### src/rtl/issue_ctrl_pkg.sv
// Shared types and defaults for the dual-issue scheduler and its scoreboard.
package issue_ctrl_pkg;

  localparam int LOAD_LAT_DEF = 2;
  localparam int MD_LAT_DEF   = 4;

  typedef struct packed {
    logic [4:0] rj;
    logic [4:0] rk;
    logic [4:0] rd;
    logic       use_rj;
    logic       use_rk;
    logic       rf_we;
    logic       is_mem;
    logic       is_md;
    logic       is_br;
    logic       is_load;
  } issue_slot_t;

endpackage

### src/rtl/issue_ctrl_if.sv
// Decoded-pair / back-end signals seen by the issue controller.
// Handshake: this is a per-cycle consume count, not valid/ready; the pair register
// drops issue_num instructions at the next edge, and nothing is consumed while be_stall or flush is high.
interface issue_ctrl_if;
  logic [1:0]  valid;
  logic [4:0]  a_rj, a_rk, a_rd;
  logic        a_use_rj, a_use_rk, a_rf_we;
  logic        a_is_mem, a_is_md, a_is_br, a_is_load;
  logic [4:0]  b_rj, b_rk, b_rd;
  logic        b_use_rj, b_use_rk, b_rf_we;
  logic        b_is_mem, b_is_md, b_is_br, b_is_load;
  logic        be_stall;
  logic        flush;
  logic [1:0]  issue_num;
  logic        issue_a, issue_b;
  logic [31:0] sb_busy;

  modport master (
    output valid,
    output a_rj, a_rk, a_rd, a_use_rj, a_use_rk, a_rf_we,
    output a_is_mem, a_is_md, a_is_br, a_is_load,
    output b_rj, b_rk, b_rd, b_use_rj, b_use_rk, b_rf_we,
    output b_is_mem, b_is_md, b_is_br, b_is_load,
    output be_stall, flush,
    input  issue_num, issue_a, issue_b, sb_busy
  );

  modport slave (
    input  valid,
    input  a_rj, a_rk, a_rd, a_use_rj, a_use_rk, a_rf_we,
    input  a_is_mem, a_is_md, a_is_br, a_is_load,
    input  b_rj, b_rk, b_rd, b_use_rj, b_use_rk, b_rf_we,
    input  b_is_mem, b_is_md, b_is_br, b_is_load,
    input  be_stall, flush,
    output issue_num, issue_a, issue_b, sb_busy
  );
endinterface

### src/rtl/issue_scoreboard.sv
// Per-register countdown of long-latency producers in flight, with four
// source-busy lookup ports. Register 0 never goes busy.
module issue_scoreboard (
  input  logic            clk,
  input  logic            rst,
  input  logic            be_stall,
  input  logic [3:0][4:0] rd_reg,
  input  logic [3:0]      rd_use,
  input  logic [1:0]      wr_en,
  input  logic [1:0][4:0] wr_rd,
  input  logic [1:0][1:0] wr_val,
  output logic [3:0]      src_busy,
  output logic [31:0]     sb_busy
);

  logic [31:0][1:0] cnt;

  // Slot a has priority only nominally; the pair never writes the same rd.
  always_ff @(posedge clk) begin
    for (int r = 0; r < 32; r++) begin
      if (rst || r == 0) begin
        cnt[r] <= 2'd0;
      end else if (!be_stall) begin
        if (wr_en[1] && wr_rd[1] == 5'(r)) begin
          cnt[r] <= wr_val[1];
        end else if (wr_en[0] && wr_rd[0] == 5'(r)) begin
          cnt[r] <= wr_val[0];
        end else if (cnt[r] != 2'd0) begin
          cnt[r] <= cnt[r] - 2'd1;
        end
      end
    end
  end

  always_comb begin
    sb_busy = '0;
    for (int r = 0; r < 32; r++) begin
      sb_busy[r] = (cnt[r] != 2'd0);
    end
  end

  always_comb begin
    src_busy = '0;
    for (int p = 0; p < 4; p++) begin
      src_busy[p] = rd_use[p] && (rd_reg[p] != 5'd0) && sb_busy[rd_reg[p]];
    end
  end

endmodule

### src/rtl/issue_ctrl.sv
// In-order dual-issue decision: slot a gates on scoreboard hazards, slot b
// additionally on intra-pair RAW/WAW, structural limits and branches.
module issue_ctrl
  import issue_ctrl_pkg::*;
#(
  parameter int LOAD_LAT = LOAD_LAT_DEF,
  parameter int MD_LAT   = MD_LAT_DEF
) (
  input logic         clk,
  input logic         rst,
  issue_ctrl_if.slave bus
);

  localparam logic [1:0] LOAD_INIT = 2'(LOAD_LAT - 1);
  localparam logic [1:0] MD_INIT   = 2'(MD_LAT - 1);

  issue_slot_t slot_a, slot_b;
  logic [3:0]  src_busy;
  logic [31:0] sb_busy;
  logic        issue_a, issue_b;
  logic        pair_raw, pair_waw, pair_mem, pair_md;
  logic [1:0]  wr_en;
  logic [1:0][4:0] wr_rd;
  logic [1:0][1:0] wr_val;
  logic        unused_b_br;

  assign slot_a = '{rj: bus.a_rj, rk: bus.a_rk, rd: bus.a_rd,
                    use_rj: bus.a_use_rj, use_rk: bus.a_use_rk, rf_we: bus.a_rf_we,
                    is_mem: bus.a_is_mem, is_md: bus.a_is_md, is_br: bus.a_is_br,
                    is_load: bus.a_is_load};
  assign slot_b = '{rj: bus.b_rj, rk: bus.b_rk, rd: bus.b_rd,
                    use_rj: bus.b_use_rj, use_rk: bus.b_use_rk, rf_we: bus.b_rf_we,
                    is_mem: bus.b_is_mem, is_md: bus.b_is_md, is_br: bus.b_is_br,
                    is_load: bus.b_is_load};

  // A branch in slot b has no pairing restriction of its own.
  assign unused_b_br = slot_b.is_br;

  always_comb begin
    pair_raw = slot_a.rf_we && (slot_a.rd != 5'd0) &&
               ((slot_b.use_rj && slot_b.rj == slot_a.rd) ||
                (slot_b.use_rk && slot_b.rk == slot_a.rd));
    pair_waw = slot_a.rf_we && slot_b.rf_we && (slot_a.rd == slot_b.rd) &&
               (slot_a.rd != 5'd0);
    pair_mem = slot_a.is_mem && slot_b.is_mem;
    pair_md  = slot_a.is_md && slot_b.is_md;

    issue_a = bus.valid[1] && !src_busy[3] && !src_busy[2] &&
              !bus.be_stall && !bus.flush && !rst;
    issue_b = issue_a && bus.valid[0] && !src_busy[1] && !src_busy[0] &&
              !pair_raw && !pair_waw && !pair_mem && !pair_md && !slot_a.is_br;
  end

  // Scoreboard write ports: index 1 = slot a, index 0 = slot b.
  always_comb begin
    wr_en[1]  = issue_a && (slot_a.is_load || slot_a.is_md) && slot_a.rf_we &&
                (slot_a.rd != 5'd0);
    wr_en[0]  = issue_b && (slot_b.is_load || slot_b.is_md) && slot_b.rf_we &&
                (slot_b.rd != 5'd0);
    wr_rd[1]  = slot_a.rd;
    wr_rd[0]  = slot_b.rd;
    wr_val[1] = slot_a.is_load ? LOAD_INIT : MD_INIT;
    wr_val[0] = slot_b.is_load ? LOAD_INIT : MD_INIT;
  end

  issue_scoreboard u_sb (
    .clk      (clk),
    .rst      (rst),
    .be_stall (bus.be_stall),
    .rd_reg   ({slot_a.rj, slot_a.rk, slot_b.rj, slot_b.rk}),
    .rd_use   ({slot_a.use_rj, slot_a.use_rk, slot_b.use_rj, slot_b.use_rk}),
    .wr_en    (wr_en),
    .wr_rd    (wr_rd),
    .wr_val   (wr_val),
    .src_busy (src_busy),
    .sb_busy  (sb_busy)
  );

  assign bus.issue_a   = issue_a;
  assign bus.issue_b   = issue_b;
  assign bus.issue_num = {1'b0, issue_a} + {1'b0, issue_b};
  assign bus.sb_busy   = sb_busy;

endmodule

### src/flat_wrapper.sv
// flat-port wrapper written by rule: the top's interface ports become plain ports
module issue_ctrl_flat import issue_ctrl_pkg::*;
#(
  parameter int LOAD_LAT = LOAD_LAT_DEF,
  parameter int MD_LAT   = MD_LAT_DEF
)
  (clk, rst, bus_valid, bus_a_rj, bus_a_rk, bus_a_rd, bus_a_use_rj, bus_a_use_rk, bus_a_rf_we, bus_a_is_mem, bus_a_is_md, bus_a_is_br, bus_a_is_load, bus_b_rj, bus_b_rk, bus_b_rd, bus_b_use_rj, bus_b_use_rk, bus_b_rf_we, bus_b_is_mem, bus_b_is_md, bus_b_is_br, bus_b_is_load, bus_be_stall, bus_flush, bus_issue_num, bus_issue_a, bus_issue_b, bus_sb_busy);
  issue_ctrl_if bus_i ();
  input logic clk;
  input logic rst;
  input wire logic [$bits(bus_i.valid)-1:0] bus_valid;
  input wire logic [$bits(bus_i.a_rj)-1:0] bus_a_rj;
  input wire logic [$bits(bus_i.a_rk)-1:0] bus_a_rk;
  input wire logic [$bits(bus_i.a_rd)-1:0] bus_a_rd;
  input wire logic [$bits(bus_i.a_use_rj)-1:0] bus_a_use_rj;
  input wire logic [$bits(bus_i.a_use_rk)-1:0] bus_a_use_rk;
  input wire logic [$bits(bus_i.a_rf_we)-1:0] bus_a_rf_we;
  input wire logic [$bits(bus_i.a_is_mem)-1:0] bus_a_is_mem;
  input wire logic [$bits(bus_i.a_is_md)-1:0] bus_a_is_md;
  input wire logic [$bits(bus_i.a_is_br)-1:0] bus_a_is_br;
  input wire logic [$bits(bus_i.a_is_load)-1:0] bus_a_is_load;
  input wire logic [$bits(bus_i.b_rj)-1:0] bus_b_rj;
  input wire logic [$bits(bus_i.b_rk)-1:0] bus_b_rk;
  input wire logic [$bits(bus_i.b_rd)-1:0] bus_b_rd;
  input wire logic [$bits(bus_i.b_use_rj)-1:0] bus_b_use_rj;
  input wire logic [$bits(bus_i.b_use_rk)-1:0] bus_b_use_rk;
  input wire logic [$bits(bus_i.b_rf_we)-1:0] bus_b_rf_we;
  input wire logic [$bits(bus_i.b_is_mem)-1:0] bus_b_is_mem;
  input wire logic [$bits(bus_i.b_is_md)-1:0] bus_b_is_md;
  input wire logic [$bits(bus_i.b_is_br)-1:0] bus_b_is_br;
  input wire logic [$bits(bus_i.b_is_load)-1:0] bus_b_is_load;
  input wire logic [$bits(bus_i.be_stall)-1:0] bus_be_stall;
  input wire logic [$bits(bus_i.flush)-1:0] bus_flush;
  output wire logic [$bits(bus_i.issue_num)-1:0] bus_issue_num;
  output wire logic [$bits(bus_i.issue_a)-1:0] bus_issue_a;
  output wire logic [$bits(bus_i.issue_b)-1:0] bus_issue_b;
  output wire logic [$bits(bus_i.sb_busy)-1:0] bus_sb_busy;
  assign bus_i.valid = bus_valid;
  assign bus_i.a_rj = bus_a_rj;
  assign bus_i.a_rk = bus_a_rk;
  assign bus_i.a_rd = bus_a_rd;
  assign bus_i.a_use_rj = bus_a_use_rj;
  assign bus_i.a_use_rk = bus_a_use_rk;
  assign bus_i.a_rf_we = bus_a_rf_we;
  assign bus_i.a_is_mem = bus_a_is_mem;
  assign bus_i.a_is_md = bus_a_is_md;
  assign bus_i.a_is_br = bus_a_is_br;
  assign bus_i.a_is_load = bus_a_is_load;
  assign bus_i.b_rj = bus_b_rj;
  assign bus_i.b_rk = bus_b_rk;
  assign bus_i.b_rd = bus_b_rd;
  assign bus_i.b_use_rj = bus_b_use_rj;
  assign bus_i.b_use_rk = bus_b_use_rk;
  assign bus_i.b_rf_we = bus_b_rf_we;
  assign bus_i.b_is_mem = bus_b_is_mem;
  assign bus_i.b_is_md = bus_b_is_md;
  assign bus_i.b_is_br = bus_b_is_br;
  assign bus_i.b_is_load = bus_b_is_load;
  assign bus_i.be_stall = bus_be_stall;
  assign bus_i.flush = bus_flush;
  assign bus_issue_num = bus_i.issue_num;
  assign bus_issue_a = bus_i.issue_a;
  assign bus_issue_b = bus_i.issue_b;
  assign bus_sb_busy = bus_i.sb_busy;
  issue_ctrl #(.LOAD_LAT(LOAD_LAT), .MD_LAT(MD_LAT)) u_core (.clk(clk), .rst(rst), .bus(bus_i));
endmodule
### config.mk
export PLATFORM = sky130hd
export DESIGN_NAME = issue_ctrl_flat
export DESIGN_NICKNAME = d
export VERILOG_FILES = /design/src/rtl/issue_ctrl_pkg.sv /design/src/rtl/issue_ctrl_if.sv /design/src/rtl/issue_scoreboard.sv /design/src/rtl/issue_ctrl.sv /design/src/flat_wrapper.sv
export SDC_FILE = /design/constraint.sdc
export NUM_CORES = 1
export LEC_CHECK = 0
export CELL_PAD_IN_SITES_DETAIL_PLACEMENT = 0
export CELL_PAD_IN_SITES_GLOBAL_PLACEMENT = 1
export CORE_MARGIN = 2
export CORE_UTILIZATION = 45
export DETAILED_ROUTE_END_ITERATION = 7
export PLACE_DENSITY = 0.94
export SLEW_MARGIN = 20
export SYNTH_ARGS = -nofsm -noshare
export SYNTH_HDL_FRONTEND = slang
export SYNTH_SLANG_ARGS = --single-unit
### constraint.sdc
create_clock -name clk -period 5.8 [get_ports clk]
set_input_delay 0.87 -clock clk [delete_from_list [all_inputs] [get_ports clk]]
set_output_delay 0.87 -clock clk [all_outputs]
set_load 0.03 [all_outputs]
==> flow_summary.ini <==
[timing]
slew_headroom_pct = 52.8
fin_crit_sh_pct = 92.3
setup_viol = 0
skew_ns = 0.00435
worstMarginPinSlew_ns = 0.708
period_minus_slack_ns = 5.35
fmax_mhz = 187
tns_ns = 0
drv_slew = 0
hold_ws_ns = 0.464
final_hold_viol_count = 0
grt_setup_unrepaired = false

[min_path]
holdPathStages = 1
hp-class = flip-flop to flip-flop

[critical_path]
r2r_cells = 11
critPathLaunchType = input pin
crit_arrival_ns = 4.48
path_class = input pin to primary output
cp_max_fo = 12
end_kind = primary output
cp_data_required_time_ns = 4.93

[finish]
syn_to_final_growth_pct = 17.6
regMostFlops = u_core.u_sb.cnt
layout_common_cells = inv_1 (100), clkdlybuf4s50_1 (80), dfxtp_1 (62)
top_regs = u_core.u_sb.cnt x62
layout-drive-gt1-share_pct = 9.56
final_common_cell = inv_1
n_fill_cell = 1391
stdcell_area_um2 = 7690
final_util_pct = 53.5
largest_reg_flops = 62
num_antenna_cells = 0
final_nets = 989

[clock_tree]
cts_tree = done
cts-buffers-inserted = 9
cts-root-buf = clkbuf_16
clk_pin_slew_ns = 0.05
htree_levels = 3
cts_resized = 0
cts_hold_buf = 0
postCtsSetupBuffers = 0
clk_latency_ns = 0.34
clock_sinks = 62
cts_buffer_depth = 2

[placed_design]
numPortBuffers = 83
gp_congestion = 0.983
placed_area_um2 = 7420
place.detailed.hpwl_um = 17500

[synth]
synth_edf_count = 0
syn-num-nets = 940
syn_inst = 858
synth_warnings = 0
syn_area_per_cell_um2 = 7.62
ys_ff_latch = 62
ys_async_sr_fraction_pct = 0
dominantRegCellSynth = dfxtp_1
synth_cell_types = 84
synth-seq-area-share_pct = 19.0
synth_area_um2 = 6540

[power_and_ir_drop]
total_power_mw = 1.70
peakVddDrop_mv = 0.110
p_per_area_nw_per_um2 = 221
leakagePower_nw = 2.77

[routing]
postRouteAntennaNets = 0
routed_wirelength_um = 24300
wl_per_cell_um = 22.2
vias = 7188
drcViolationCount = 0
dr.pass1.iters = 6
vias_per_cell = 6.57
drt_iter0_markers = 1003

[global_route]
gr-total-overflow = 0
grt_max_degree = 56
antenna_found_initial = 0
grt_pass1_wl_um = 38100
track_usage_pct = 30.8
grt_pass1_vias = 6941

[job]
max_cap_violations = 0

[floorplan]
core_area_um2 = 14400
placementRows = 44
die_area_um2 = 15500
ios = 86
die_w_um = 125
start_util_pct = 45.5
die_h_um = 125

[status]
status = completed
-- through the flow --
step | instances | worst slack, ns
after floorplan | 858 | 1.59
after global placement | 1080 | 0.512
after detailed placement | 1080 | 0.476
after CTS | 1094 | 0.494
after global routing | 1094 | 0.308
final | 1094 | 0.446
-- metal layers --
layer  part of all wire, %  GRT usage (%)  vias up
met3                    10           7.56       91
met2                    43           48.0      438
met4                   3.9           13.5        0
met5                     0              0        -
met1                    42           40.4     3353
li1                      -              -     3306
-- logic make-up (layout without fill, tap and decap cells) --
| kind of cell | count (synthesis) | count (layout) | share of synthesized area (%) |
|---|---|---|---|
| muxes | 50 | 50 | 11.6 |
| AOI/OAI and AO/OA | 221 | 221 | 24.9 |
| buffers and inverters | 167 | 219 | 10.6 |
| other | 1 | 1 | 0.0573 |
| xor gates and xnor gates | 15 | 15 | 2.01 |
| DFF | 62 | 62 | 19.0 |
| and+or+nand+nor | 310 | 310 | 25.7 |
| adders and majority gates | 32 | 32 | 6.12 |
-- critical path: stages --
cell	delay, ns
clkdlybuf4s50_1	0.63
buf_4	0.24
mux4_2	0.49
nand2b_1	0.15
a31oi_1	0.27
o311ai_4	0.23
nand3_4	0.20
inv_2	0.17
nand2_2	0.21
inv_2	0.08
ha_1	0.27
clkdlybuf4s50_1	0.65
-- cells in the mapped netlist, types with 17 or more instances --
library cell / number / area, um^2
ha_1: 32 / 400
nor2_1: 61 / 229
nand3_1: 27 / 135
a21oi_1: 45 / 225
dfxtp_1: 62 / 1240
nor3_1: 45 / 225
nand2_1: 47 / 176
clkbuf_1: 34 / 128
a211oi_1: 25 / 188
mux4_2: 19 / 428
mux2i_1: 26 / 260
or3_1: 17 / 106
a31oi_1: 29 / 181
inv_1: 100 / 375
nand4_1: 21 / 131
-- where the power goes --
group          internal [mW]  total [mW]  leakage (nW)  switching (mW)
clock                  0.319       0.519         0.138           0.200
sequential             0.464       0.480         0.504          0.0161
combinational          0.284       0.700          2.13           0.416
total                   1.07        1.70          2.77           0.632
-- path summary, 6_finish.rpt --
kind / endpoint / startpoint / slack, ns
worst max register to register: u_core.u_sb.cnt[47]$_SDFFE_PP0P_ / u_core.u_sb.cnt[20]$_SDFFE_PP0P_ / 1.86
worst min register to register: u_core.u_sb.cnt[54]$_SDFFE_PP0P_ / u_core.u_sb.cnt[54]$_SDFFE_PP0P_ / 0.46
worst min-delay path: u_core.u_sb.cnt[54]$_SDFFE_PP0P_ / u_core.u_sb.cnt[54]$_SDFFE_PP0P_ / 0.46
worst max-delay path: bus_issue_num[0] / bus_a_rj[0] / 0.45
-- final cells by class --
| cell class | count | area [um^2] | share of cell area [%] |
|---|---|---|---|
| sequential | 62 | 1240 | 16.1 |
| multi-input combinational | 629 | 4610 | 59.9 |
| timing repair buffer | 99 | 938 | 12.2 |
| inverter | 106 | 398 | 5.17 |
| clock buffer | 13 | 270 | 3.51 |
| tap | 184 | 230 | 2.99 |
| clock inverter | 1 | 5.00 | 0.0651 |
Note: power is estimated with default switching activity, not from simulation.
